<file path="config.mk">
export PLATFORM = sky130hd
export DESIGN_NAME = d_phy_transmitter
export DESIGN_NICKNAME = d
export VERILOG_FILES = /design/src/rtl/d_phy_transmitter.sv
export SDC_FILE = /design/constraint.sdc
export NUM_CORES = 1
export LEC_CHECK = 0
export ABC_AREA = 1
export CAP_MARGIN = 20
export CORE_MARGIN = 4
export CORE_UTILIZATION = 45
export CTS_BUF_LIST = sky130_fd_sc_hd__clkbuf_8 sky130_fd_sc_hd__clkbuf_16
export CTS_CLUSTER_DIAMETER = 80
export DETAILED_ROUTE_END_ITERATION = 7
export PLACE_DENSITY = 0.68
export SKIP_LAST_GASP = 1
export SYNTH_ARGS = -nofsm -noshare
export SYNTH_HDL_FRONTEND = slang
export SYNTH_SLANG_ARGS = --single-unit
</file>
<file path="constraint.sdc">
create_clock -name clock -period 4 [get_ports clock]
set_clock_uncertainty 0.05 [all_clocks]
set_input_delay 0.4 -clock clock [delete_from_list [all_inputs] [get_ports clock]]
set_output_delay 0.4 -clock clock [all_outputs]
set_load 0.1 [all_outputs]
</file>
<file path="src/rtl/d_phy_transmitter.sv">
// d_phy_transmitter
// Serialises a byte stream into MIPI D-PHY style HS bursts as DDR bit-pairs.
// A burst is HS-ZERO, the 0xB8 sync byte, the payload bytes, then HS-TRAIL.
// The lane then returns to IDLE.
//
// Ports
//   clock      : single clock; one bit-pair is produced per rising edge
//   reset      : synchronous, active-high reset
//   in_data    : payload byte, sampled only when accepted
//   in_valid   : in_data/in_last are valid
//   in_last    : the current byte ends the burst
//   in_ready   : byte accepted when in_valid && in_ready at a rising edge
//   data_h     : earlier bit of the pair (rising-edge slot of the DDR register)
//   data_l     : later bit of the pair (falling-edge slot)
//   hs_active  : lane is driven in HS mode; low means the lane is released
//   busy       : high in every state except IDLE
module d_phy_transmitter #(
  parameter int unsigned ZERO_CYCLES  = 6,
  parameter int unsigned TRAIL_CYCLES = 4
) (
  input  logic       clock,
  input  logic       reset,
  input  logic [7:0] in_data,
  input  logic       in_valid,
  input  logic       in_last,
  output logic       in_ready,
  output logic       data_h,
  output logic       data_l,
  output logic       hs_active,
  output logic       busy
);

  localparam int unsigned CNT_W    = 8;
  localparam int unsigned PAIR_W   = 2;
  localparam logic [7:0]  SYNC_BYTE = 8'hB8;

  typedef enum logic [2:0] {
    ST_IDLE,
    ST_HS_ZERO,
    ST_SYNC,
    ST_DATA,
    ST_TRAIL
  } state_t;

  state_t             r_state;
  logic [CNT_W-1:0]   r_cnt;
  logic [PAIR_W-1:0]  r_pair;
  logic [7:0]         r_byte;
  logic               r_last;

  logic               w_pair3;
  logic [PAIR_W-1:0]  w_next_pair;
  logic               w_zero_done;
  logic               w_trail_done;

  // Pair k of a byte: earlier bit byte[2k], later bit byte[2k+1] (LSB first).
  function automatic logic [1:0] pair_bits(input logic [7:0] b, input logic [PAIR_W-1:0] k);
    pair_bits = {b[{k, 1'b0}], b[{k, 1'b1}]};
  endfunction

  assign w_pair3      = (r_pair == 2'd3);
  assign w_next_pair  = r_pair + 2'd1;
  assign w_zero_done  = (r_cnt == CNT_W'(ZERO_CYCLES - 1));
  assign w_trail_done = (r_cnt == CNT_W'(TRAIL_CYCLES - 1));

  // A new byte can follow only the last sync pair or a non-final payload byte.
  assign in_ready = w_pair3 &&
                    ((r_state == ST_SYNC) || ((r_state == ST_DATA) && !r_last));
  assign busy     = (r_state != ST_IDLE);

  // Burst sequencer; line outputs are loaded together with the state they belong to.
  always_ff @(posedge clock) begin
    if (reset) begin
      r_state   <= ST_IDLE;
      r_cnt     <= '0;
      r_pair    <= '0;
      r_byte    <= '0;
      r_last    <= 1'b0;
      data_h    <= 1'b0;
      data_l    <= 1'b0;
      hs_active <= 1'b0;
    end else begin
      case (r_state)
        ST_IDLE: begin
          if (in_valid) begin
            r_state   <= ST_HS_ZERO;
            r_cnt     <= '0;
            hs_active <= 1'b1;
            data_h    <= 1'b0;
            data_l    <= 1'b0;
          end
        end

        ST_HS_ZERO: begin
          if (w_zero_done) begin
            r_state          <= ST_SYNC;
            r_cnt            <= '0;
            r_pair           <= '0;
            {data_h, data_l} <= pair_bits(SYNC_BYTE, 2'd0);
          end else begin
            r_cnt <= r_cnt + CNT_W'(1);
          end
        end

        ST_SYNC: begin
          if (!w_pair3) begin
            r_pair           <= w_next_pair;
            {data_h, data_l} <= pair_bits(SYNC_BYTE, w_next_pair);
          end else if (in_valid) begin
            r_state          <= ST_DATA;
            r_pair           <= '0;
            r_byte           <= in_data;
            r_last           <= in_last;
            {data_h, data_l} <= pair_bits(in_data, 2'd0);
          end else begin
            // Underflow straight after sync: last bit sent was sync bit 7.
            r_state <= ST_TRAIL;
            r_cnt   <= '0;
            r_pair  <= '0;
            data_h  <= ~SYNC_BYTE[7];
            data_l  <= ~SYNC_BYTE[7];
          end
        end

        ST_DATA: begin
          if (!w_pair3) begin
            r_pair           <= w_next_pair;
            {data_h, data_l} <= pair_bits(r_byte, w_next_pair);
          end else if (!r_last && in_valid) begin
            r_pair           <= '0;
            r_byte           <= in_data;
            r_last           <= in_last;
            {data_h, data_l} <= pair_bits(in_data, 2'd0);
          end else begin
            // Final byte done, or underflow: trail with the inverse of bit 7.
            r_state <= ST_TRAIL;
            r_cnt   <= '0;
            r_pair  <= '0;
            r_last  <= 1'b0;
            data_h  <= ~r_byte[7];
            data_l  <= ~r_byte[7];
          end
        end

        ST_TRAIL: begin
          if (w_trail_done) begin
            r_state   <= ST_IDLE;
            r_cnt     <= '0;
            hs_active <= 1'b0;
            data_h    <= 1'b0;
            data_l    <= 1'b0;
          end else begin
            r_cnt <= r_cnt + CNT_W'(1);
          end
        end

        default: begin
          r_state   <= ST_IDLE;
          r_cnt     <= '0;
          r_pair    <= '0;
          hs_active <= 1'b0;
          data_h    <= 1'b0;
          data_l    <= 1'b0;
        end
      endcase
    end
  end

endmodule
</file>
==> summary.md <==
Data arrives at the worst endpoint at 2.48 ns. The pre-antenna-repair detailed-routing pass consisted of 4 iterations. TritonCTS built the clock tree.

The total routing resource utilization after global routing came out at 17.1%. The clock net in this run drives a total of 25 sinks. At the end of the flow, the number of nets in the layout was 263. The multi-input combinational cells in the finished layout cover a total of 855 sq um. The final cycle utilization of the critical path is 73.2%, and the area of the die is 0.00428 sq mm. The final critical-path required period is 2.93 ns, and the total DRC errors in the routed layout is 0. The global-route congestion overflow total was 0; the sum of routed wire length over all layers was 3180 microns.

After detailed routing, the number of vias per cell comes to 4.85. The number of synthesized register bits works out to 25. For the number of global-route vias before repair, the log shows 1331.

After floorplanning, the core was divided into 20 placement rows. The logs give 35.0% for the relative max-transition margin and 0.27 ns for the clock latency on the worst-skew pair. Once detailed placement completed, the half-perimeter wirelength came to 2470 microns. The fraction of final layout cells sized beyond drive strength 1 was 10.6%. The slew at the pin closest to its max-slew limit is 0.972 ns, and the summed negative setup slack over all endpoints is 0 ns. Routability-driven placement congestion ratio: 0.831. The initial utilization of the core area, before any placement, comes to 47.9%.

Total via count after detailed routing: 1403. During I/O placement, the number of pins put on the boundary was 17. Most common cell after layout, fill and taps aside: sky130_fd_sc_hd__nand2_1.

The tools report the buffers inserted during post-CTS setup optimization as 0. The initial antenna violation count was 0; the fraction of synthesized cell area taken by the top area cell type was 33.7%. The TritonCTS buffer count was 3.

Summed over all cells, the static leakage comes to 0.757 nW. Clock-pin slew was measured on the worst setup and hold paths at 0.09 ns. The post-cts resize count is 0. In this run the cell area of the synthesized design comes to 0.00149 sq mm. Setup repair after global routing left no endpoint under its margin.

A synthesized cell averages 6.51 sq um. Setup violations remaining at the end of the flow were counted as 0. The repair_antennas step left the layout with diodes totalling 0.

Relative to the synthesized area, the layout overhead comes to 16.6%. The kind of path behind the tightest hold check was flip-flop to flip-flop. The number of max-cap violations was 0; the synthesized instance count was 228. After synthesis, the cell types taking the most area are sky130_fd_sc_hd__dfxtp_1 (34%), sky130_fd_sc_hd__nand2_1 (12%), sky130_fd_sc_hd__nor2_1 (11%). The worst setup path is launched from a flip-flop.

H-tree depth: 1. For this design, the CTS-stage hold fixing added 0 buffers. For this block, the initial DRC count from the detailed router was 74.

Counting every net in the synthesized netlist gives 245. Sequential cell area fraction in the yosys report: 33.7%. The tools report the post-route antenna net violation count as 0. The clock passes through at most 2 buffers. The Yosys step of the flow raised 0 warnings. The critical path endpoint category was an output pin. Count of different cell masters after synthesis: 28. For the total power consumption of the routed design, the log shows 1.11 mW. The run gives 2.18 ns as the reg-to-reg setup timing slack. sky130_fd_sc_hd__dfxtp_1 takes more of the synthesized area than any other cell.

The worst setup path is of the flip-flop to output pin kind. Along the worst path, the maximum fanout reaches 8. STA puts the critical path data required time at 3.55 ns. Entering global routing, the biggest net connects 14 pins. In this run the horizontal extent of the chip is 65.5 microns. The run gives 442 uV as the worst supply voltage drop on vdd.

The y dimension of the die works out to 65.5 microns. The top cell types in the final layout, fill and taps aside, are sky130_fd_sc_hd__nand2_1 (49), sky130_fd_sc_hd__nor2_1 (42), sky130_fd_sc_hd__inv_1 (28), sky130_fd_sc_hd__dfxtp_1 (25), sky130_fd_sc_hd__clkdlybuf4s50_1 (16). After detailed routing, the average wire length per cell comes to 11.0 microns. The total count of max-transition violations in the final report was 0.

The layout has 337 filler cells. The tools report the CTS root buffer as sky130_fd_sc_hd__clkbuf_8. In this run the tool buffered the top-level ports with 16 buffer cells. The region available for standard cell placement spans 0.00310 sq mm. Maximum frequency from static timing analysis: 342 MHz. The hold violation total from the final report is 0.

The power density of the placed cells works out to 640 mW/mm^2. The sequential cell area is 500 sq um. The wire length of the first global-routing pass was 5750 microns. The run finished with clean final reports.
per-stage QoR:
stage                     hold slack (ns)  utilization, %  cell area [sq um]  std cells  setup slack (ns)
final                               0.416            55.8               1730        289              1.07
after global routing                0.459            55.8               1730        289             0.868
after CTS                           0.424            55.8               1730        289              1.05
after detailed placement            0.410            54.4               1690        285              1.35
after global placement              0.403            54.4               1690        285              1.40
after floorplan                     0.379               -               1490        228              1.27
metal layers:
layer  part of all wire, %  wire, microns  vias to the layer above  GRT usage [%]
li1                      -              -                      762              -
met1                    53           1680                      619           23.3
met2                    43           1380                       18           27.9
met3                   2.8             90                        4           3.08
met4                  0.91             29                        0           3.89
met5                     0              0                        -              0
cell type report:
| type | count | area share, % |
|---|---|---|
| clock buffers | 3 | 2.38 |
| repair buffers | 16 | 9.25 |
| well taps | 44 | 3.18 |
| inverters | 31 | 6.72 |
| clock inverters | 1 | 0.217 |
| flip-flops and latches | 25 | 28.9 |
| multi-input cells | 169 | 49.3 |
cells in the mapped netlist, drive strengths merged:
cell type / n
nand4: 4
dfxtp: 25
nor3: 1
nand3: 11
ha: 5
and2: 1
buf: 2
o21ai: 19
nand2: 54
clkbuf: 1
inv: 31
a21o: 1
nand3b: 1
o211ai: 4
or2: 1
nor2: 48
o21a: 1
a21oi: 17
a22oi: 1
sequential cells by signal (all words and copies together), names as in the netlist:
| name | cells |
|---|---|
| data_h | 1 |
| data_l | 1 |
| hs_active | 1 |
| r_byte | 8 |
| r_cnt | 8 |
| r_last | 1 |
| r_pair | 2 |
| r_state | 3 |
worst max-delay path, stage by stage, from the launching register on:
cell and delay (ns):
sky130_fd_sc_hd__dfxtp_1 0.47, sky130_fd_sc_hd__ha_1 0.33, sky130_fd_sc_hd__nand2_1 0.12, sky130_fd_sc_hd__a21oi_1 0.13, sky130_fd_sc_hd__clkdlybuf4s50_1 1.15
cells by family after synthesis:
group | count (synthesis) | synth area share [%]
AOI/OAI and AO/OA | 43 | 17.2
buffers and inverters | 34 | 8.76
DFF | 25 | 33.7
and+or+nand+nor | 121 | 36.1
adders and majority gates | 5 | 4.21
power by group:
| group | internal [mW] | switching (mW) | total (mW) | leakage, nW |
|---|---|---|---|---|
| clock network | 0.0687 | 0.0802 | 0.149 | 0.0269 |
| logic | 0.189 | 0.447 | 0.636 | 0.527 |
| registers | 0.286 | 0.0378 | 0.323 | 0.203 |
worst paths after layout:
kind         startpoint   endpoint  cells after the start
max           r_pair[0]   in_ready                      4
min           hs_active  hs_active                      2
max reg2reg   r_pair[0]  r_byte[1]                      7
min reg2reg   hs_active  hs_active                      2
(Power assumes the default switching activity.)
